### config.mk
export PLATFORM = sky130hd
export DESIGN_NAME = umi_crossbar_arbiter_flat
export DESIGN_NICKNAME = d
export VERILOG_FILES = /design/src/rtl/umi_arb_pkg.sv /design/src/rtl/umi_crossbar_arbiter_if.sv /design/src/rtl/umi_arb_rr_pick.sv /design/src/rtl/umi_crossbar_arbiter.sv /design/src/flat_wrapper.sv
export SDC_FILE = /design/constraint.sdc
export NUM_CORES = 1
export LEC_CHECK = 0
export CAP_MARGIN = 5
export CORE_UTILIZATION = 57
export CTS_BUF_LIST = sky130_fd_sc_hd__clkbuf_16
export CTS_CLUSTER_DIAMETER = 120
export DETAILED_ROUTE_END_ITERATION = 7
export HOLD_SLACK_MARGIN = 0.1
export PLACE_DENSITY = 0.91
export SLEW_MARGIN = 20
export SYNTH_ARGS = -nofsm -noshare
export SYNTH_HDL_FRONTEND = slang
export SYNTH_HIERARCHICAL = 1
export SYNTH_SLANG_ARGS = --single-unit
### constraint.sdc
create_clock -name clk -period 5.12 [get_ports clk]
set_input_delay 1.024 -clock clk [delete_from_list [all_inputs] [get_ports clk]]
set_output_delay 1.024 -clock clk [all_outputs]
set_load 0.05 [all_outputs]
### src/rtl/umi_arb_pkg.sv
// Shared types for the UMI crossbar output arbiter.
// Holds the arbiter state encoding and the mode[1] selector values.
package umi_arb_pkg;

  typedef enum logic {
    ARB_IDLE,
    ARB_LOCKED
  } arb_state_t;

  localparam logic ARB_MODE_PRIO = 1'b0;
  localparam logic ARB_MODE_RR   = 1'b1;

endpackage

### src/rtl/umi_crossbar_arbiter_if.sv
// Request/grant bundle between one crossbar output and its arbiter.
// The master side drives the requests; the slave side is the arbiter.
interface umi_crossbar_arbiter_if #(
  parameter int N = 4
);
  logic [1:0]   mode;
  logic [N-1:0] mask;
  logic [N-1:0] request;
  logic         out_ready;
  logic [N-1:0] grant;
  logic         out_valid;
  logic         busy;

  modport master (
    output mode, mask, request, out_ready,
    input  grant, out_valid, busy
  );

  modport slave (
    input  mode, mask, request, out_ready,
    output grant, out_valid, busy
  );
endinterface

### src/rtl/umi_arb_rr_pick.sv
// Rotating-priority picker: first set bit of req searching upward from ptr, wrapping N-1 -> 0.
// With ptr tied to zero it degenerates to a lowest-index-wins priority encoder.
module umi_arb_rr_pick #(
  parameter int N  = 4,
  parameter int PW = $clog2(N)
) (
  input  logic [N-1:0]  req,
  input  logic [PW-1:0] ptr,
  output logic [N-1:0]  gnt
);

  logic          found;
  logic [PW:0]   pos;

  always_comb begin
    gnt   = '0;
    found = 1'b0;
    pos   = '0;
    for (int i = 0; i < N; i++) begin
      // Explicit wrap so N need not be a power of two.
      pos = {1'b0, ptr} + (PW+1)'(i);
      if (pos >= (PW+1)'(N)) pos = pos - (PW+1)'(N);
      if (!found && req[pos[PW-1:0]]) begin
        gnt[pos[PW-1:0]] = 1'b1;
        found            = 1'b1;
      end
    end
  end

endmodule

### src/rtl/umi_crossbar_arbiter.sv
// Per-output arbiter for the UMI crossbar; grant is held until the valid/ready handshake completes.
// Optional starvation watchdog is built when UMI_ARB_WATCHDOG_EN is defined.
module umi_crossbar_arbiter
  import umi_arb_pkg::*;
#(
  parameter int N            = 4,
  parameter int STARVE_LIMIT = 15
) (
  input  logic                   clk,
  input  logic                   reset,
  umi_crossbar_arbiter_if.slave  bus
);

  localparam int PW = $clog2(N);

  arb_state_t    state_reg, state_next;
  logic [N-1:0]  hold_reg, hold_next;
  logic          rr_mode_reg, rr_mode_next;
  logic [PW-1:0] ptr_reg, ptr_next;

  logic [N-1:0]  eff;
  logic [N-1:0]  pick_prio, pick_rr, urgent_eff, pick_urg;
  logic [N-1:0]  grant_c;
  logic [PW-1:0] grant_idx;
  logic          out_valid_c, transfer;
  logic          unused_mode0;

  assign eff          = bus.request & ~bus.mask;
  assign unused_mode0 = bus.mode[0];

  umi_arb_rr_pick #(.N(N)) u_pick_prio (.req(eff), .ptr('0),     .gnt(pick_prio));
  umi_arb_rr_pick #(.N(N)) u_pick_rr   (.req(eff), .ptr(ptr_reg), .gnt(pick_rr));

`ifdef UMI_ARB_WATCHDOG_EN
  localparam int CW = $clog2(STARVE_LIMIT + 1);

  logic [CW-1:0] cnt_reg [N];
  logic [N-1:0]  urgent;

  generate
    for (genvar gi = 0; gi < N; gi++) begin : g_wdog
      // Waiting is counted against the grant actually presented this cycle.
      always_ff @(posedge clk or posedge reset) begin
        if (reset) begin
          cnt_reg[gi] <= '0;
        end else if (!bus.request[gi] || bus.mask[gi] || (transfer && grant_c[gi])) begin
          cnt_reg[gi] <= '0;
        end else if (!grant_c[gi] && cnt_reg[gi] != CW'(STARVE_LIMIT)) begin
          cnt_reg[gi] <= cnt_reg[gi] + 1'b1;
        end
      end
      assign urgent[gi] = (cnt_reg[gi] == CW'(STARVE_LIMIT));
    end
  endgenerate

  assign urgent_eff = urgent & eff;
  umi_arb_rr_pick #(.N(N)) u_pick_urg (.req(urgent_eff), .ptr('0), .gnt(pick_urg));
`else
  logic [31:0] unused_limit;
  assign unused_limit = 32'(STARVE_LIMIT);
  assign urgent_eff   = '0;
  assign pick_urg     = '0;
`endif

  always_comb begin
    grant_c = '0;
    if (reset) begin
      grant_c = '0;
    end else if (state_reg == ARB_LOCKED) begin
      // A dropped request under lock blanks the grant instead of forwarding a stale select.
      grant_c = hold_reg & bus.request;
    end else if (|urgent_eff) begin
      grant_c = pick_urg;
    end else if (bus.mode[1] == ARB_MODE_RR) begin
      grant_c = pick_rr;
    end else begin
      grant_c = pick_prio;
    end
  end

  always_comb begin
    grant_idx = '0;
    for (int i = 0; i < N; i++) begin
      if (grant_c[i]) grant_idx = PW'(i);
    end
  end

  assign out_valid_c = |(grant_c & bus.request);
  assign transfer    = out_valid_c & bus.out_ready;

  always_comb begin
    state_next   = state_reg;
    hold_next    = hold_reg;
    rr_mode_next = rr_mode_reg;
    ptr_next     = ptr_reg;
    case (state_reg)
      ARB_IDLE: begin
        if (transfer) begin
          if (bus.mode[1] == ARB_MODE_RR) begin
            ptr_next = (grant_idx == PW'(N-1)) ? '0 : grant_idx + 1'b1;
          end
        end else if (out_valid_c) begin
          state_next   = ARB_LOCKED;
          hold_next    = grant_c;
          rr_mode_next = bus.mode[1];
        end
      end
      ARB_LOCKED: begin
        if (!out_valid_c) begin
          state_next = ARB_IDLE;
        end else if (transfer) begin
          state_next = ARB_IDLE;
          if (rr_mode_reg == ARB_MODE_RR) begin
            ptr_next = (grant_idx == PW'(N-1)) ? '0 : grant_idx + 1'b1;
          end
        end
      end
      default: state_next = ARB_IDLE;
    endcase
  end

  always_ff @(posedge clk or posedge reset) begin
    if (reset) begin
      state_reg   <= ARB_IDLE;
      hold_reg    <= '0;
      rr_mode_reg <= ARB_MODE_PRIO;
      ptr_reg     <= '0;
    end else begin
      state_reg   <= state_next;
      hold_reg    <= hold_next;
      rr_mode_reg <= rr_mode_next;
      ptr_reg     <= ptr_next;
    end
  end

  assign bus.grant     = grant_c;
  assign bus.out_valid = out_valid_c;
  assign bus.busy      = (state_reg == ARB_LOCKED);

endmodule

### src/flat_wrapper.sv
// flat-port wrapper written by rule: the top's interface ports become plain ports
module umi_crossbar_arbiter_flat import umi_arb_pkg::*;
#(
  parameter int N            = 4,
  parameter int STARVE_LIMIT = 15
)
  (clk, reset, bus_mode, bus_mask, bus_request, bus_out_ready, bus_grant, bus_out_valid, bus_busy);
  umi_crossbar_arbiter_if #(.N(N)) bus_i ();
  input  logic clk;
  input  logic reset;
  input wire logic [$bits(bus_i.mode)-1:0] bus_mode;
  input wire logic [$bits(bus_i.mask)-1:0] bus_mask;
  input wire logic [$bits(bus_i.request)-1:0] bus_request;
  input wire logic [$bits(bus_i.out_ready)-1:0] bus_out_ready;
  output wire logic [$bits(bus_i.grant)-1:0] bus_grant;
  output wire logic [$bits(bus_i.out_valid)-1:0] bus_out_valid;
  output wire logic [$bits(bus_i.busy)-1:0] bus_busy;
  assign bus_i.mode = bus_mode;
  assign bus_i.mask = bus_mask;
  assign bus_i.request = bus_request;
  assign bus_i.out_ready = bus_out_ready;
  assign bus_grant = bus_i.grant;
  assign bus_out_valid = bus_i.out_valid;
  assign bus_busy = bus_i.busy;
  umi_crossbar_arbiter #(.N(N), .STARVE_LIMIT(STARVE_LIMIT)) u_core (.clk(clk), .reset(reset), .bus(bus_i));
endmodule
Yosys cells after proc, flatten, opt, wreduce, memory -nomap -nowiden
Index checks and enable logic that the tools add are counted.
W data, S select, Z words.
- add/sub/neg operators: 8
- order comparisons: 12
- eq/ne operators: 6
- muxes and demuxes: 52
- bitwise operators: 10
- reduce and logical (&&, ||, !) cells: 19
- operator list (kind ; count):
    $mux W4 ; 8
    $mux W2 ; 13
    $mux W1 ; 20
    $and A4 B4 Y4 ; 3
    $lt A2 B3 Y1 const B ; 4
    $or A4 B4 Y4 ; 3
    $logic_and A1 B1 Y1 ; 10
    $ge A3 B3 Y1 const B ; 3
    $bmux W1 S2 ; 4
    $demux W1 S2 ; 4
    $ge A2 B1 Y1 const B ; 4
    $ne A2 B2 Y1 const B ; 4
    $sub A2 B1 Y2 const B ; 4
    $add A2 B2 Y3 const B ; 2
    $logic_not A1 Y1 ; 6
    $reduce_and A5 Y1 ; 1
    $not A4 Y4 ; 1
    $pmux W2 S2 ; 1
    $reduce_or A4 Y1 ; 1
    $add A2 B1 Y3 const B ; 1
    $ge A2 B3 Y1 const B ; 1
    $mux W3 ; 1
    $reduce_and A3 Y1 ; 1
    $add A2 B1 Y2 const B ; 1
    5 further kinds ; 6
- flip-flop bits (word level): 8
- output and inout bits: 6
- word-level logic and storage cells: 111

Logic depth before layout (Yosys ltp)
- depth after elaboration: 26
- gate-level depth with buffers: 11
- gate-level depth less buffers: 11

Hierarchy
The synthesis kept the hierarchy.
- by module, submodules not included (module ; instances ; cells an instance ; area an instance (um^2) ; sequential area each (um^2)):
    umi_crossbar_arbiter ; 1 ; 58 ; 594.3 ; 200.2
    umi_arb_rr_pick at u_core.u_pick_prio ; 1 ; 36 ; 337.8 ; 0.0
    umi_arb_rr_pick at u_core.u_pick_rr ; 1 ; 30 ; 302.8 ; 0.0

Least setup slack after synthesis
No wires, ideal clock.
- kind: input to output
- start point: in bus_request[3]
- end point: out bus_grant[0]
- arrival: 3724 ps
- data required time: 4096 ps
- path slack: 372 ps
- stages on the path: 7
- buffers on the path: 0
- cell sequence: nor2b_1 mux4_2 nor4b_4 a221o_1 mux2_2 nor2_1 a211oi_1
- word-level cells in the longest chain between the ends: 16
- elaborated cells on any way between the ends: 28
- ends and longest elaborated chain (what ; RTL line ; source):
    start, declared ; flat_wrapper.sv:13 ; input wire logic [$bits(bus_i.request)-1:0] bus_request;
    $and A4 B4 Y4 (*) ; umi_crossbar_arbiter.sv:28 ; assign eff = bus.request & ~bus.mask;
    $bmux W1 S2 ; umi_arb_rr_pick.sv:23 ; if (!found && req[pos[PW-1:0]]) begin
    $mux W1 (implied by the code) ; umi_arb_rr_pick.sv:23 ;
    $mux W1 ; umi_arb_rr_pick.sv:23 ;
    $logic_not A1 Y1 ; umi_arb_rr_pick.sv:23 ;
    $logic_and A1 B1 Y1 ; umi_arb_rr_pick.sv:23 ;
    $mux W1 ; umi_arb_rr_pick.sv:23 ;
    $logic_not A1 Y1 ; umi_arb_rr_pick.sv:23 ;
    $logic_and A1 B1 Y1 ; umi_arb_rr_pick.sv:23 ;
    $mux W1 ; umi_arb_rr_pick.sv:23 ;
    $logic_not A1 Y1 ; umi_arb_rr_pick.sv:23 ;
    $logic_and A1 B1 Y1 ; umi_arb_rr_pick.sv:23 ;
    $mux W4 (*) ; umi_arb_rr_pick.sv:23 ;
    net u_core.pick_rr[0] ; umi_crossbar_arbiter.sv:22 ; logic [N-1:0] pick_prio, pick_rr, urgent_eff, pick_urg;
    $mux W4 (*) ; umi_crossbar_arbiter.sv:74 ; end else if (bus.mode[1] == ARB_MODE_RR) begin
    $mux W4 (*) ; umi_crossbar_arbiter.sv:69 ; end else if (state_reg == ARB_LOCKED) begin
    $mux W4 (*) ; umi_crossbar_arbiter.sv:67 ; if (reset) begin
    end, declared ; flat_wrapper.sv:15 ; output wire logic [$bits(bus_i.grant)-1:0] bus_grant;
The timed path passes the listed nets; every way through them passes the cells marked *. The select of a mux whose other input is x is not followed.

Worst setup path in the final report
- start point: in bus_request[0]
- end point: out bus_grant[1]
- word-level cells in the longest chain between the ends: 16
- elaborated cells on any way between the ends: 34
- ends and longest elaborated chain (what ; RTL line ; source):
    $and A4 B4 Y4 (*) ; umi_crossbar_arbiter.sv:28 ;
    net u_core.eff[0] ; umi_crossbar_arbiter.sv:21 ; logic [N-1:0] eff;
    $bmux W1 S2 ; umi_arb_rr_pick.sv:23 ;
    $mux W1 (implied by the code) ; umi_arb_rr_pick.sv:23 ;
    $mux W1 ; umi_arb_rr_pick.sv:23 ;
    $logic_not A1 Y1 ; umi_arb_rr_pick.sv:23 ;
    $logic_and A1 B1 Y1 ; umi_arb_rr_pick.sv:23 ;
    $mux W1 ; umi_arb_rr_pick.sv:23 ;
    [... 2 more ...] ; n/a ;
    $mux W1 ; umi_arb_rr_pick.sv:23 ;
    $logic_not A1 Y1 ; umi_arb_rr_pick.sv:23 ;
    $logic_and A1 B1 Y1 ; umi_arb_rr_pick.sv:23 ;
    $mux W4 (*) ; umi_arb_rr_pick.sv:23 ;
    net u_core.pick_rr[1] ; umi_crossbar_arbiter.sv:22 ;
    $mux W4 (*) ; umi_crossbar_arbiter.sv:74 ;
    $mux W4 (*) ; umi_crossbar_arbiter.sv:69 ;
    $mux W4 (*) ; umi_crossbar_arbiter.sv:67 ;
Marks and branches as above.

==> impl_results.md <==
- Outcome: complete, no violations
- Sequential fraction of the synthesis area: 0.1621
- Peak Freq: 204.5 MHz
- Insertion delay to the later sink of the worst-skew pair: about 230 ps
- Drt total wl: 2.904 mm
- Leakage power: between 0.0006 and 0.0007 uW
- Critical path fanouts, max: 10
- Final estimated routing congestion in global placement: roughly 0.84
- Minimum period implied by the final worst setup slack: between 4000 and 5000 ps
- Antenna Diode Count: 0
- Number of buffers created by CTS: 3
- Crit path capture type: output pin
- Fraction of the mapped netlist area in compound gates: 0.2118
- Setup repair after global routing missed its margin: false
- Total Power Consumption: approximately 690 uW
- Flop and latch count out of synthesis: 8
- Met3 demand-to-capacity share in global routing: 0.03145
- Number of top-level pins: 19
- Arrival @ worst endpoint: a little under 4000 ps
- Flip-flop count of the largest register after layout: 4
- Gate count of the mapped netlist: between 100 and 150
- Number of instances on the worst hold path: 1
- Horiz. Die Dim: between 40 and 50 microns
- CTS hold repair buffers: 0
- Utilization of the core after routing: 0.7956
- Num rows: 16
- Cell types with the largest area share after synthesis: sky130_fd_sc_hd__dfrtp_1, sky130_fd_sc_hd__ha_1, sky130_fd_sc_hd__mux4_2
- Pins over their slew limit: 0
- Post-route design area: between 0.0015 and 0.002 sq mm
- Cell accounting for the most synthesized area: sky130_fd_sc_hd__dfrtp_1
- Adder and majority gate portion of the synthesized area: 0.1216
- Power density normalized to cell area: between 400 and 500 mW/mm^2
- Average size of a mapped cell: roughly 10 sq um
- Number of levels in the clock H-tree: 1
- Clock tree from TritonCTS: built
- DRT iter0 DRCs: 32
- Fill count: 123
- Fraction of the mapped netlist area in simple logic gates: 0.1834
- Port bufs: 17
- Share of the synthesized netlist area taken by xor and xnor gates: 0
- Data required time at the worst endpoint: ~4100 ps
- Hold path start: u_core/rr_mode_reg
- Final count of hold timing violations: 0
- End of the worst register-to-register path: u_core/ptr_reg[0]
- Initial antenna violation count: 0
- Nets: 180
- Final worst clock skew: around 1.5 ps
- Most common library cell in the layout ignoring fill and taps: sky130_fd_sc_hd__nand2_1
- Combined area of all synthesized cells: 0.001235 sq mm
- Max Cap Violations: 0
- Clock-pin transition on the worst setup and hold timing paths: roughly 30 ps
- Mux cell area share after synthesis: 0.2736
- Placeable core region: 0.002002 sq mm
- Start-to-end type of the worst setup path: in -> out
- Effective utilization at floorplan: 0.6169
- Final routed DRC violation total: 0
- GRT Max-Usage Layer: met2
- Number of nets with antenna violations after detailed routing: 0
- Top library cells by usage in the layout, fill and taps aside: sky130_fd_sc_hd__nand2_1, sky130_fd_sc_hd__conb_1, sky130_fd_sc_hd__clkdlybuf4s50_1, sky130_fd_sc_hd__ha_1
- Global-route wire length before repair: approximately 4.7 mm
- HP Class: reg -> reg
- Worst slack, placed: approximately 250 ps
- Fraction of layout cells with a size suffix above 1: 0.2680
- Aggregate global-route resource usage: 0.2612
- GRT overflow: 0
- Total negative slack for setup checks: 0 ps
- Met2 demand-to-capacity share in global routing: 0.4718
- GRT met1 Usage: 0.2926
- Hpwl dp: approximately 2.2 mm
- Top cell type's share of synthesized area: 0.1621
- CTS root buffer: sky130_fd_sc_hd__clkbuf_16
- Critical Path Start Type: input pin
- Number of distinct library cells after synthesis: 31
- TritonCTS Sinks: 8
- Initial DRT Pass Iterations: 5
- Peak supply drop: between 0.3 and 0.4 mV
- Register-to-register setup slack: between 1500 and 2000 ps
- Post-placement cell area: ~0.0015 sq mm
- End point of the most critical hold path: u_core/rr_mode_reg
- Overall die area: approximately 0.0024 sq mm
- Period utilisation layout: 0.9553
- Deepest clock path buffer count: 2
- Setup violation total in the final timing report: 0
- Number of global-route vias before repair: roughly 1.1k
- Detail-routed via count per cell: 6.167
- Vias after detailed routing: ~1.1k
- Pin count of the biggest net entering global routing: 16
- Combinational family with the most area after synthesis: multiplexers
- Synthesis-to-layout area growth: 28.98%
- Detailed-route wire length per cell: 16.13 microns
- Synth Warn #: 6
- Final worst-path setup slack: roughly 230 ps
- Worst r2r src: u_core/ptr_reg[0]
- Die Height: between 40 and 50 microns
- Worst-case reg-to-reg path depth: 10
[area by class of cell]
type | count | area (sq um) | area share
clock buffers | 3 | 75.07 | 0.04713
inverters | 9 | 33.78 | 0.02121
multi-input cells | 116 | 1030 | 0.6465
flip-flops and latches | 8 | 200.2 | 0.1257
well taps | 27 | 33.78 | 0.02121
repair buffers | 17 | 220.2 | 0.1383
[cell families (layout without fill, tap and decap cells)]
| kind of cell | Yosys count | after routing |
|---|---|---|
| adders and majority gates | 12 | 12 |
| AOI/OAI and AO/OA | 33 | 33 |
| buffers and inverters | 12 | 29 |
| muxes | 20 | 20 |
| other | 1 | 13 |
| DFF | 8 | 8 |
| and+or+nand+nor | 38 | 38 |
[layer usage]
layer,vias up,part of all wire
li1,512,-
met3,13,0.046
met1,545,0.40
met2,40,0.52
met4,0,0.034
met5,-,0
[Yosys cell counts, drive strengths merged]
| cell type | number |
|---|---|
| a211oi | 2 |
| a21bo | 2 |
| a21o | 4 |
| a21oi | 5 |
| a221o | 4 |
| a22o | 2 |
| a22oi | 1 |
| a32oi | 1 |
| and2 | 1 |
| and3 | 1 |
| buf | 2 |
| clkbuf | 1 |
| conb | 1 |
| dfrtp | 8 |
| ha | 12 |
| inv | 9 |
| mux2 | 12 |
| mux4 | 8 |
| nand2 | 16 |
| nand3 | 2 |
| nor2 | 7 |
| nor2b | 8 |
| nor3b | 1 |
| nor4b | 2 |
| o2111ai | 1 |
| o211ai | 4 |
| o21ai | 7 |
[critical path, cell delays in order]
cell and delay, ps:
sky130_fd_sc_hd__clkdlybuf4s50_1 510, sky130_fd_sc_hd__nor2b_1 430, sky130_fd_sc_hd__mux4_2 460, sky130_fd_sc_hd__nor4b_4 90, sky130_fd_sc_hd__a221o_1 360, sky130_fd_sc_hd__mux2_4 280
sky130_fd_sc_hd__o21ai_0 370, sky130_fd_sc_hd__nor2_1 160, sky130_fd_sc_hd__buf_12 180
[per-stage QoR]
stage	hold WS, ps	instances
6_report	545.5	180
5_1_grt	560.7	180
4_1_cts	546.9	180
3_5_place_dp	506.2	177
3_3_place_gp	482.2	177
2_1_floorplan	473.6	136
[report_power, final]
group	internal, uW	switching [uW]
sequential	86.5	40.0
clock	101	29.7
combinational	211	221
total	398	290
[how the worst max path moves through the flow]
stage                         startpoint       endpoint  slack [ps]
after floorplan           bus_request[3]   bus_grant[0]         370
after global placement    bus_request[1]   bus_grant[0]         350
after detailed placement  bus_request[1]  bus_out_valid         250
after CTS                 bus_request[1]   bus_grant[2]         150
after global routing      bus_request[3]   bus_grant[2]           7
final                     bus_request[0]   bus_grant[1]         230
[what timing repair did]
| item | CTS | global route |
|---|---|---|
| resized for setup | 0 | 2 |
| setup endpoints to repair | 0 | 1 |
| setup buffers | 0 | 0 |
Power figures use the tool's default switching activity.
==> edit, RTL diff (config.mk and constraints unchanged) <==
`N` is set to 4 in 4 places; all go to 8.
--- a/src/rtl/umi_crossbar_arbiter_if.sv
+++ b/src/rtl/umi_crossbar_arbiter_if.sv
@@ -1,7 +1,7 @@
 // Request/grant bundle between one crossbar output and its arbiter.
 // The master side drives the requests; the slave side is the arbiter.
 interface umi_crossbar_arbiter_if #(
-  parameter int N = 4
+  parameter int N = 8
 );
   logic [1:0]   mode;
   logic [N-1:0] mask;
--- a/src/rtl/umi_arb_rr_pick.sv
+++ b/src/rtl/umi_arb_rr_pick.sv
@@ -1,7 +1,7 @@
 // Rotating-priority picker: first set bit of req searching upward from ptr, wrapping N-1 -> 0.
 // With ptr tied to zero it degenerates to a lowest-index-wins priority encoder.
 module umi_arb_rr_pick #(
-  parameter int N  = 4,
+  parameter int N  = 8,
   parameter int PW = $clog2(N)
 ) (
   input  logic [N-1:0]  req,
--- a/src/rtl/umi_crossbar_arbiter.sv
+++ b/src/rtl/umi_crossbar_arbiter.sv
@@ -3,7 +3,7 @@
 module umi_crossbar_arbiter
   import umi_arb_pkg::*;
 #(
-  parameter int N            = 4,
+  parameter int N            = 8,
   parameter int STARVE_LIMIT = 15
 ) (
   input  logic                   clk,
--- a/src/flat_wrapper.sv
+++ b/src/flat_wrapper.sv
@@ -1,7 +1,7 @@
 // flat-port wrapper written by rule: the top's interface ports become plain ports
 module umi_crossbar_arbiter_flat import umi_arb_pkg::*;
 #(
-  parameter int N            = 4,
+  parameter int N            = 8,
   parameter int STARVE_LIMIT = 15
 )
   (clk, reset, bus_mode, bus_mask, bus_request, bus_out_ready, bus_grant, bus_out_valid, bus_busy);
Interface: changed (resized bus_grant, bus_mask and bus_request); port bits go from 19 to 31. The function was not compared with the original's and may differ.
==> edit against the unedited design <==
- the flow now stops in global routing
- synthesized cell count grew to 2.8 times the old value
- area after synthesis is 140% higher
==> edit: results (changes against the unedited design) <==
| Metric | Value |
|---|---|
| Mapped Cells | `346 (was 124)` |
| CTS Buffer Depth | `2 (unchanged)` |
| DP Wirelength | `7680 um (was 2180 um)` |
| I/O Buffers | `29 (was 17)` |
| Fraction of registers with async set/reset | `1.00 (unchanged)` |
| DP Area | `3820 sq um (was 1510 sq um)` |
| Stop stage | `global routing` |
| Distinct cells, synth | `62 (was 31)` |
| Root Driver | `clkbuf_16 (unchanged)` |
| Worst ep type | `output port` |
| Pre-CTS WS | `-444 ps (was 253 ps)` |
| Largest net degree at the start of global routing | `32` |
| Register area share after synthesis | `0.109 (was 0.162)` |
| Ys flop type | `dfrtp_1 (unchanged)` |
| Status | `aborted with a tool error (was finished clean)` |
| GRT Util Overall | `0.728` |
| Total grt overflow | `6` |
| Die width | `74.4 um (was 48.5 um)` |
| Top post-synthesis cells by area | `mux4_2 (14%), dfrtp_1 (11%), mux2_2 (9.4%) (was dfrtp_1 (16%), ha_1 (12%), mux4_2 (9.1%))` |
| CTS H-tree depth | `1 (unchanged)` |
| Seq cells post-synth | `13 (was 8)` |
| Total CTS buffers | `3 (unchanged)` |
| Routability cong. | `1.05 (was 0.844)` |
| Worst_ep grt | `bus_out_valid` |
| Run Error | `[ERROR GRT-0232] Routing congestion too high. Check the congestion heatmap in the GUI.` |
| DP Cell Count | `508 (was 177)` |
| Synth cell count leaders | `nand2_1 (37), mux2_2 (25), mux2i_1 (18), mux4_2 (18), nor2_1 (18) (was nand2_1 (15), ha_1 (12), inv_1 (9), mux2_2 (9))` |
| Synth warn | `6 (unchanged)` |
## edit: cell types whose count changed after synthesis, moves of 13 or more
cell | before | now
mux4_2 | 5 | 18
mux2i_1 | 0 | 18
nand2_1 | 15 | 37
mux2_2 | 9 | 25
nand4_1 | 0 | 13
## edit: metrics by stage
stage	hold slack [ps]	setup TNS, ps
CTS	509	0
detailed placement	498	-2790
global placement	484	-1290
floorplan	469	0
## edit: what timing repair did
action / CTS
pin swaps: 16
resized for setup: 76
setup buffers: 13
gates cloned: 0
endpoints found under the setup margin: 10
## edit: logic make-up after synthesis
logic type	synth area share
AO/OA/AOI/OAI	0.205
XOR/XNOR	0.0205
adder cells (fa/ha/maj)	0.0587
buffers and inverters	0.0553
flip-flops	0.109
multiplexers	0.304
other	0.00126
AND/OR/NAND/NOR	0.246
## edit: routing by layer
metal,GRT overflow,global-route usage
met3,0,0.566
met4,5,0.746
met2,1,0.908
met5,0,0.139
met1,0,0.725
